--- src/rtl/game_sequencer_if.sv ---
// Bundle between the game sequencer and its neighbours (buttons, ball, display).
// master drives tick/buttons/ball events and reads state; slave is the sequencer.
interface game_sequencer_if #(
  parameter int LIVES   = 5,
  parameter int LIVES_W = 3,
  parameter int CNT_W   = 5
);
  logic               tick;
  logic               start_press;
  logic               pause_press;
  logic               ball_lost;
  logic               bricks_clear;
  logic [2:0]         state;
  logic               run_en;
  logic               ball_serve;
  logic [LIVES_W-1:0] lives;
  logic [LIVES-1:0]   lives_bar;
  logic [CNT_W-1:0]   serve_cnt;

  modport master (
    output tick,
    output start_press,
    output pause_press,
    output ball_lost,
    output bricks_clear,
    input  state,
    input  run_en,
    input  ball_serve,
    input  lives,
    input  lives_bar,
    input  serve_cnt
  );

  modport slave (
    input  tick,
    input  start_press,
    input  pause_press,
    input  ball_lost,
    input  bricks_clear,
    output state,
    output run_en,
    output ball_serve,
    output lives,
    output lives_bar,
    output serve_cnt
  );
endinterface

--- src/rtl/game_sequencer.sv ---
// Brick-breaker play flow: MENU/SERVE/PLAY/WIN/LOSE, lives and serve countdown.
// Ports: clk, rst (async, active-high), bus (game_sequencer_if.slave).
// Optional pause state enabled by defining GAME_SEQ_PAUSE_EN.
module game_sequencer #(
  parameter int LIVES       = 5,
  parameter int LIVES_W     = 3,
  parameter int SERVE_TICKS = 20,
  parameter int CNT_W       = 5
) (
  input  logic clk,
  input  logic rst,
  game_sequencer_if.slave bus
);

  typedef enum logic [2:0] {
    MENU  = 3'd0,
    WIN   = 3'd1,
    LOSE  = 3'd2,
    SERVE = 3'd3,
    PLAY  = 3'd4,
    PAUSE = 3'd5
  } state_t;

  localparam logic [LIVES_W-1:0] LIVES_INIT =
    LIVES_W'(LIVES);
  localparam logic [CNT_W-1:0] CNT_INIT =
    CNT_W'(SERVE_TICKS - 1);
  localparam logic [LIVES_W-1:0] ONE_LIFE =
    LIVES_W'(1);

  state_t             st_q;
  logic [LIVES_W-1:0] lives_q;
  logic [CNT_W-1:0]   cnt_q;
  logic               serve_q;
  logic [LIVES-1:0]   bar;

  always_ff @(posedge clk or posedge rst) begin
    if (rst) begin
      st_q    <= MENU;
      lives_q <= '0;
      cnt_q   <= '0;
      serve_q <= 1'b0;
    end else begin
      serve_q <= 1'b0;
      unique case (st_q)
        MENU: begin
          if (bus.start_press) begin
            st_q    <= SERVE;
            lives_q <= LIVES_INIT;
            cnt_q   <= CNT_INIT;
          end
        end
        SERVE: begin
          if (bus.tick) begin
            if (cnt_q == '0) begin
              st_q    <= PLAY;
              serve_q <= 1'b1;
            end else begin
              cnt_q <= cnt_q - CNT_W'(1);
            end
          end
        end
        PLAY: begin
          if (bus.bricks_clear) begin
            st_q <= WIN;
          end else if (bus.ball_lost) begin
            if (lives_q > ONE_LIFE) begin
              st_q    <= SERVE;
              lives_q <= lives_q - ONE_LIFE;
              cnt_q   <= CNT_INIT;
            end else begin
              st_q    <= LOSE;
              lives_q <= '0;
            end
          end
`ifdef GAME_SEQ_PAUSE_EN
          else if (bus.pause_press) begin
            st_q <= PAUSE;
          end
`endif
        end
        WIN, LOSE: begin
          if (bus.start_press) begin
            st_q <= MENU;
          end
        end
`ifdef GAME_SEQ_PAUSE_EN
        PAUSE: begin
          if (bus.pause_press) begin
            st_q <= PLAY;
          end
        end
`endif
        default: begin
          // Covers encodings 6/7 and PAUSE when the pause feature is off.
          st_q <= MENU;
        end
      endcase
    end
  end

`ifndef GAME_SEQ_PAUSE_EN
  logic unused_pause;
  assign unused_pause = bus.pause_press;
`endif

  // Thermometer: bit i lit while more than i lives remain.
  always_comb begin
    bar = '0;
    for (int i = 0; i < LIVES; i++) begin
      bar[i] = (int'(lives_q) > i);
    end
  end

  assign bus.state      = st_q;
  assign bus.run_en     = (st_q == PLAY);
  assign bus.ball_serve = serve_q;
  assign bus.lives      = lives_q;
  assign bus.lives_bar  = bar;
  assign bus.serve_cnt  = cnt_q;

endmodule

--- src/flat_wrapper.sv ---
// flat-port wrapper written by rule: the top's interface ports become plain ports
module game_sequencer_flat 
#(
  parameter int LIVES       = 5,
  parameter int LIVES_W     = 3,
  parameter int SERVE_TICKS = 20,
  parameter int CNT_W       = 5
)
  (clk, rst, bus_tick, bus_start_press, bus_pause_press, bus_ball_lost, bus_bricks_clear, bus_state, bus_run_en, bus_ball_serve, bus_lives, bus_lives_bar, bus_serve_cnt);
  game_sequencer_if #(.LIVES(LIVES), .LIVES_W(LIVES_W), .CNT_W(CNT_W)) bus_i ();
  input  logic clk;
  input  logic rst;
  input wire logic [$bits(bus_i.tick)-1:0] bus_tick;
  input wire logic [$bits(bus_i.start_press)-1:0] bus_start_press;
  input wire logic [$bits(bus_i.pause_press)-1:0] bus_pause_press;
  input wire logic [$bits(bus_i.ball_lost)-1:0] bus_ball_lost;
  input wire logic [$bits(bus_i.bricks_clear)-1:0] bus_bricks_clear;
  output wire logic [$bits(bus_i.state)-1:0] bus_state;
  output wire logic [$bits(bus_i.run_en)-1:0] bus_run_en;
  output wire logic [$bits(bus_i.ball_serve)-1:0] bus_ball_serve;
  output wire logic [$bits(bus_i.lives)-1:0] bus_lives;
  output wire logic [$bits(bus_i.lives_bar)-1:0] bus_lives_bar;
  output wire logic [$bits(bus_i.serve_cnt)-1:0] bus_serve_cnt;
  assign bus_i.tick = bus_tick;
  assign bus_i.start_press = bus_start_press;
  assign bus_i.pause_press = bus_pause_press;
  assign bus_i.ball_lost = bus_ball_lost;
  assign bus_i.bricks_clear = bus_bricks_clear;
  assign bus_state = bus_i.state;
  assign bus_run_en = bus_i.run_en;
  assign bus_ball_serve = bus_i.ball_serve;
  assign bus_lives = bus_i.lives;
  assign bus_lives_bar = bus_i.lives_bar;
  assign bus_serve_cnt = bus_i.serve_cnt;
  game_sequencer #(.LIVES(LIVES), .LIVES_W(LIVES_W), .SERVE_TICKS(SERVE_TICKS), .CNT_W(CNT_W)) u_core (.clk(clk), .rst(rst), .bus(bus_i));
endmodule
--- config.mk ---
export PLATFORM = sky130hd
export DESIGN_NAME = game_sequencer_flat
export DESIGN_NICKNAME = d
export VERILOG_FILES = /design/src/rtl/game_sequencer_if.sv /design/src/rtl/game_sequencer.sv /design/src/flat_wrapper.sv
export SDC_FILE = /design/constraint.sdc
export NUM_CORES = 1
export LEC_CHECK = 0
export CAP_MARGIN = 20
export CORE_MARGIN = 2
export CORE_UTILIZATION = 49
export CTS_CLUSTER_DIAMETER = 80
export DETAILED_ROUTE_END_ITERATION = 8
export PLACE_DENSITY_LB_ADDON = 0.15
export RECOVER_POWER = 50
export SLEW_MARGIN = 20
export SYNTH_ARGS = -nofsm -noshare
export SYNTH_HDL_FRONTEND = slang
export SYNTH_SLANG_ARGS = --single-unit
--- constraint.sdc ---
create_clock -name clk -period 3.6 [get_ports clk]
set_input_delay 0.9 -clock clk [delete_from_list [all_inputs] [get_ports clk]]
set_output_delay 0.9 -clock clk [all_outputs]
set_load 0.01 [all_outputs]
[After elaboration in Yosys (flattened, before gate mapping)]
Index checks and enable logic that the tools add are counted.
Cells by class
  equality and inequality tests: 13
  multiply operators: 0
  shift-type cells: 0
  $add $sub $neg: 2
  muxes and demuxes: 23
  bitwise gates (word level): 0
  $lt $le $gt $ge: 6
  divide/modulo/power cells: 0
  reductions and logical operators: 8
Operators by type and width (number)
  $mux 3: 10
  $mux 5: 6
  $pmux 5 s3: 1
  $ne 2x2->1 const B: 6
  $pmux 3 s4: 1
  $gt 3x1->1 const B: 3
  $reduce_and 7->1: 1
  $eq 3x2->1 const B: 2
  $gt 3x2->1 const B: 2
  $pmux 3 s2: 1
  $logic_not 5->1: 1
  $reduce_and 5->1: 1
  $sub 5x1->5 const B: 1
  $mux 1: 4
  $ne 2x1->1 const B: 2
  $reduce_and 4->1: 1
  $eq 3x1->1 const B: 1
  $eq 3x3->1 const B: 1
  $gt 3x3->1 const B: 1
  $logic_not 3->1: 1
  $ne 3x3->1 const B: 1
  $reduce_bool 3->1: 1
  $sub 3x1->3 const B: 1
  $reduce_bool 2->1: 1
  $reduce_or 2->1: 1
Word-level totals
  word-level logic and storage cells: 56
  latch bits: 0
  memory bits (writable): 0
  bits in registers: 12
  memory bits (read-only): 0
  bits of input ports: 7
  output and inout bits: 18
  memories kept: 0

[Depth between registers and ports, before layout]
Gate-level depths: netlist of the first run.
  depth in word-level cells: 5
  gate-level depth with buffers: 6
  mapped depth without buffers: 6

[Worst setup path after synthesis of the first run]
OpenSTA, ideal clock, no wires.
  kind: flip-flop to output port
  start: register u_core.lives_q[1], in the netlist u_core.bus.lives[1]
  end: output bus_lives_bar[1]
  required time: 2700 ps
  buffers on the path: 0
  data arrival time: 1133 ps
  cell stages (with the launch flop): 6
  slack: 1567 ps
  cell sequence: dfrtp_1 inv_1 ha_1 o21bai_1 and2_1 inv_1
On the way
  word-level cells in the longest chain between the ends: 1
Ends and longest elaborated chain
  start: declaration: RTL line game_sequencer.sv:32  | logic [LIVES_W-1:0] lives_q;
  start signal: assignment: RTL line game_sequencer.sv:69  | lives_q <= lives_q - ONE_LIFE;
  $gt 3x1->1: RTL line game_sequencer.sv:111  | bar[i] = (int'(lives_q) > i);
  end: declaration: RTL line flat_wrapper.sv:22  | output wire logic [$bits(bus_i.lives_bar)-1:0] bus_lives_bar;
Every way passes these cells.

[Worst setup path in the final report of the first run]
Ends and elaborated chain as after synthesis.

==> results of run 1 <==
==> worst max-delay path by stage <==
stage / to / slack [ns] / cells past startpoint
2_1_floorplan: bus_lives_bar[1] / 1.57 / 5
3_3_place_gp: bus_lives_bar[1] / 1.07 / 5
3_5_place_dp: bus_lives_bar[1] / 1.05 / 5
4_1_cts: bus_lives_bar[1] / 0.75 / 6
5_1_grt: bus_lives_bar[1] / 0.66 / 5
6_report: bus_lives_bar[1] / 0.75 / 6
==> sequential cells by signal (all words and copies together) (netlist names) <==
register               flops
u_core.bus.serve_cnt       5
u_core.bus.lives           3
u_core.bus.state           3
u_core.bus.ball_serve      1
==> worst register-to-register path: stages, from the launching register on <==
cell and delay (ns):
dfrtp_1 0.43, inv_1 0.09, ha_1 0.18, o21bai_1 0.17, a32oi_2 0.32, o21a_1 0.30
mux2_4 0.32
==> per-layer routing <==
metal | global-route usage (%) | share of wire, % | vias to the layer above
met3 | 2.38 | 3.3 | 4
met1 | 24.9 | 48 | 355
met5 | 0 | 0 | -
li1 | - | - | 361
met2 | 31.5 | 47 | 22
met4 | 6.86 | 0.93 | 0
==> cells in the final DEF, fill, tap and decap left out, types with 3 or more instances in the layout <==
cell type	instances
inv_1	11
o21ai_0	3
mux2_2	3
ha_1	6
clkdlybuf4s50_1	19
nand2_1	4
o21a_1	3
clkbuf_4	3
dfrtp_1	12
dlygate4sd3_1	4
nor2_1	6
o221ai_1	3
==> through the flow <==
stage,util (%),power (mW),instances,hold slack [ns],setup slack [ns]
3_5_place_dp,64.6,0.385,124,0.551,1.05
2_1_floorplan,-,0.321,87,0.554,1.57
6_report,65.9,0.488,128,0.566,0.754
3_3_place_gp,64.6,0.381,124,0.543,1.07
5_1_grt,65.9,0.518,128,0.602,0.656
4_1_cts,66.7,0.497,128,0.566,0.746
==> cell type report <==
type | count | area (sq um)
inverter | 11 | 41.3
fill | 152 | 577
clock buffer | 4 | 36.3
multi-input combinational | 61 | 483
tap | 17 | 21.3
sequential | 12 | 300
timing repair buffer | 23 | 230
==> power by group through the flow <==
stage,Sequential [mW],Combinational [mW],Clock [mW]
final,0.202,0.175,0.111
after global routing,0.207,0.193,0.118
after CTS,0.201,0.184,0.112
after detailed placement,0.204,0.181,0
after global placement,0.203,0.178,0
after floorplan,0.182,0.139,0
==> cell families (layout without fill, tap and decap cells) <==
kind of cell	count (synthesis)	in the layout	synth area share, %
compound gates	22	22	21.0
simple gates	29	29	22.9
flops	12	12	35.2
buf+inv	14	38	6.45
fa+ha+maj	6	6	8.80
mux	4	4	5.72
==> impl_metrics.toml, run 1 <==
[clocking]
clk_latency_ns = 0.27
h-tree-depth = 1
cts.clk_slew.worst_paths_ns = 0.08
cts_setup_buffers = 0
hold_buffers = 0
numClockSinks = 12
cts_resized = 0
root_buffer = "clkbuf_4"
numCtsBuffers = 3
cts_tree = "yes"
clk_path_buf_depth = 2

[yosys]
ys.flop_type = "dfrtp_1"
synth_cell_type_count = 38
yosysTopAreaCell = "dfrtp_1"
avgSynthCellArea_sq_um = 9.81
synth_most_common_cell = "dfrtp_1"
async_flop_share_pct = 100
yosysWarnings = 0
synth_common_cells = "dfrtp_1, inv_1, ha_1, nor2_1, nand2_1"
yosysTopAreaCellShare_pct = 35.2
synthesis.nets = 100
synth.cell_area_sq_um = 853
synth_edf_count = 0
synthCells = 87
synth.area.top_cells = "dfrtp_1, ha_1, inv_1"
ys_seq_elements = 12
ys_seq_area_share_pct = 35.2

[pwr]
p_comb_share_pct = 35.9
vdd_drop_max_mv = 0.261
switching_power_mw = 0.179
p_int_mw = 0.309
switching_share_pct = 36.7
clkPwrFrac_pct = 22.7
powerDensity_mw_per_mm2 = 439
pwr-share-seq_pct = 41.4
p_leak_nw = 0.488

[routing]
drc = 0
drt_wl_total_mm = 1.73
drt-vias-per-instance = 5.80
vias = 742
drt_iter0_drc = 14
ant_nets = 0
first_pass_iters = 4
wl_per_cell_um = 13.5

[place]
dp_hpwl_mm = 1.29
portBuffers = 23
routabilityCongestion = 0.734
place_area_sq_mm = 0.00109

[critical_path]
crit_required_ns = 2.70
crit_buf_inv = 3
crit_chain = "inv_1, ha_1, o21bai_1, and2_1, inv_1, clkdlybuf4s50_1"
crit_top_cell = "inv_1"
critPathMaxStageDelay_ns = 0.52
start_kind = "flop"
regToRegSetupSlack_ns = 1.70
r2r-end = "u_core.bus.serve_cnt[1]"
crit_family = "buffers and inverters"
crit_start = "u_core.bus.lives[1]"
critPathCaptureType = "primary output"
slowest_stage = "clkdlybuf4s50_1"
crit-reg2reg-launch = "u_core.bus.lives[1]"
path_class = "reg -> out"
path_max_fanout = 6
reg2reg_depth = 6
critPathArrivalTime_ns = 1.95

[sta]
fmax_mhz = 351
maxSlewViolCount = 0
report.final.hold_viol_count = 0
fin_skew_ns = 0.000252
tightest_slew_ns = 0.467
fin_crit_sh_pct = 79.0
fin_crit_ns = 2.85
fin_tns_setup_ns = 0
rsz0062_at_grt = "false"
setup_viol = 0
slew_headroom_pct = 68.8

[floorplan]
rows = 15
start_util_pct = 50.5
chipWidth_um = 45.7
die-area_sq_mm = 0.00209
coreArea_sq_mm = 0.00169
ios = 25
die_h_um = 45.7

[grt]
antenna_found_initial = 0
grt_pass1_vias = 649
grt_max_degree = 13
grt_overflow_total = 0
grt_pass1_wl_mm = 2.83
grt_usage_pct = 18.9

[layout]
finish.instance_area_sq_mm = 0.00111
fin_nets = 125
antenna_cells = 0
layout-drive-gt1-share_pct = 11.7
synthToLayoutAreaGrowth_pct = 30.4

[worst_hold_path]
min_from = "u_core.bus.serve_cnt[4]"
hold_path_class = "reg -> reg"
hold_depth = 1
whs_endpoint = "u_core.bus.ball_serve"

[outcome]
outcome = "finished, final reports clean"

[run]
drv_cap = 0
(Power assumes the default switching activity.)
==> inputs of run 2 (changes only) <==
--- a/config.mk
+++ b/config.mk
@@ -7,7 +7,7 @@
 export LEC_CHECK = 0
 export CAP_MARGIN = 20
 export CORE_MARGIN = 2
-export CORE_UTILIZATION = 49
+export CORE_UTILIZATION = 46
 export CTS_CLUSTER_DIAMETER = 80
 export DETAILED_ROUTE_END_ITERATION = 8
 export PLACE_DENSITY_LB_ADDON = 0.15
==> constraint.sdc (replaced) <==
create_clock -name clk -period 2.62 [get_ports clk]
set_input_delay 0.655 -clock clk [delete_from_list [all_inputs] [get_ports clk]]
set_output_delay 0.655 -clock clk [all_outputs]
set_load 0.01 [all_outputs]
==> run 2 against run 1 <==
Net effect: sequential power up 37%; non-clock buffer count up 2; critical path depth down 1; largest cell class unchanged; via count up 1.1%; combinational power up 35%; power up 35%; register-to-register slack worse by 0.97 ns; flip-flop and latch count unchanged; die area up 5.9%; wire length up 1.7%.
==> impl_metrics.toml, run 2 (synthesis results as in run 1) <==
[outcome]
outcome = "finished, final reports clean"

[sta]
fin_crit_ns = 2.51
fin_tns_setup_ns = 0
fin_hold_ws_ns = 0.573
rsz0062_at_grt = "false"
slew_headroom_pct = 63.8
fin_crit_sh_pct = 96.0
report.final.hold_viol_count = 0
fmax_mhz = 398
fin_skew_ns = 0.00699
maxSlewViolCount = 0
tightest_slew_ns = 0.538
setup_viol = 0
layout_setup_ws_ns = 0.105

[layout]
final_cell_mix = "clkdlybuf4s50_1, inv_1, dfrtp_1"
antenna_cells = 0
largest_reg_flops = 5
synthToLayoutAreaGrowth_pct = 33.1
n_fill_cell = 153
final_common_cell = "clkdlybuf4s50_1"
layout-drive-gt1-share_pct = 15.0
postLayoutCoreUtil_pct = 65.8
fin_nets = 127

[grt]
antenna_found_initial = 0
grt_overflow_total = 0
grt_usage_pct = 17.8
grt_pass1_wl_mm = 2.78
grt_max_degree = 13
grt_pass1_vias = 637

[place]
routabilityCongestion = 0.734
portBuffers = 23
dp_hpwl_mm = 1.37
dp_slack_ns = 0.313

[critical_path]
path_class = "reg -> out"
start_kind = "flop"
crit-reg2reg-launch = "u_core.bus.serve_cnt[0]"
critPathMaxStageDelay_ns = 0.52
critPathCaptureType = "primary output"
crit_start = "u_core.bus.lives[0]"
crit_family = "buffers and inverters"
slowest_stage = "clkdlybuf4s50_1"
crit_chain = "ha_1, o21bai_1, and2_2, inv_1, clkdlybuf4s50_1"
critPathArrivalTime_ns = 1.86
crit_required_ns = 1.97
crit_buf_inv = 2
path_max_fanout = 5

[pwr]
clkPwrFrac_pct = 21.9
switching_share_pct = 35.6
p_int_mw = 0.423
pwr-share-seq_pct = 42.1
powerDensity_mw_per_mm2 = 579
switching_power_mw = 0.234
vdd_drop_max_mv = 0.384
p_leak_nw = 0.495
p_total_mw = 0.657
p_comb_share_pct = 36.0

[clocking]
clk_path_buf_depth = 2
numClockSinks = 12
cts_tree = "yes"
root_buffer = "clkbuf_4"
numCtsBuffers = 3
clk_latency_ns = 0.27
cts.clk_slew.worst_paths_ns = 0.07
h-tree-depth = 1
hold_buffers = 0

[routing]
drt_iter0_drc = 13
ant_nets = 0
drt-vias-per-instance = 5.43
drc = 0
first_pass_iters = 4
wl_per_cell_um = 12.7
vias = 750
drt_wl_total_mm = 1.76

[floorplan]
start_util_pct = 49.4
chipWidth_um = 47.1
ios = 25
coreArea_sq_mm = 0.00173
rows = 15
die_h_um = 47.1
die-area_sq_mm = 0.00222

[worst_hold_path]
min_from = "u_core.bus.serve_cnt[0]"
hold_path_class = "reg -> reg"

[run]
drv_cap = 0
==> run 2: cell types whose count changed in the layout (fill, tap and decap cells not counted) <==
cell | previous run | this run
and2_1 | 2 | 1
and2_2 | 0 | 1
buf_4 | 0 | 2
nor3_1 | 2 | 3
dfrtp_2 | 0 | 2
nor3_2 | 1 | 0
dfrtp_1 | 12 | 10
==> run 2: per-stage QoR <==
| step | area [sq um] | instances |
|---|---|---|
| 3_5_place_dp | 1100 | 132 |
| 2_1_floorplan | 853 | 87 |
| 3_3_place_gp | 1100 | 132 |
| 5_1_grt | 1140 | 138 |
| 6_report | 1140 | 138 |
| 4_1_cts | 1140 | 136 |
==> run 2: path summary, 6_finish.rpt <==
check / end / slack [ns] / cells past startpoint
min in group asynchronous: u_core.bus.state[0] / 0.83 / 2
worst min register to register: u_core.bus.serve_cnt[0] / 0.57 / 1
max in group asynchronous: u_core.bus.lives[1] / 1.44 / 2
worst max-delay path: bus_lives_bar[1] / 0.11 / 5
worst min-delay path: u_core.bus.serve_cnt[0] / 0.57 / 1
worst max register to register: u_core.bus.serve_cnt[1] / 0.73 / 6
==> run 2: worst register-to-register path, delay by kind of cell, from the launching register on <==
family | cells | cell delay [ns]
compound gates | 2 | 0.56
flops | 1 | 0.40
mux | 1 | 0.32
fa+ha+maj | 1 | 0.24
simple gates | 1 | 0.19
buf+inv | 1 | 0.07
==> run 2: cell type report <==
cell class | count | area, sq um | area share (%)
flip-flops and latches | 12 | 303 | 26.7
well taps | 25 | 31.3 | 2.75
clock buffers | 4 | 36.3 | 3.19
inverters | 11 | 41.3 | 3.63
multi-input cells | 61 | 479 | 42.2
repair buffers | 25 | 245 | 21.6
==> run 2: what timing repair did <==
| item | 4_1_cts | 5_1_grt |
|---|---|---|
| hold endpoints to repair | 0 | 0 |
| buffers inserted | 0 | 2 |
| resized for setup | 0 | 3 |
| endpoints found under the setup margin | 0 | 1 |
==> run 2: routing by layer <==
layer	share of wire, %	GRT usage, %
met1	44	21.9
met2	53	31.5
met3	2.8	3.46
met4	0	5.00
met5	0	0
==> run 2: power by group through the flow <==
stage | sequential (mW) | combinational (mW) | clock (mW)
2_1_floorplan | 0.249 | 0.192 | 0
3_3_place_gp | 0.278 | 0.244 | 0
5_1_grt | 0.284 | 0.257 | 0.161
4_1_cts | 0.277 | 0.251 | 0.150
3_5_place_dp | 0.280 | 0.249 | 0
6_report | 0.277 | 0.237 | 0.144
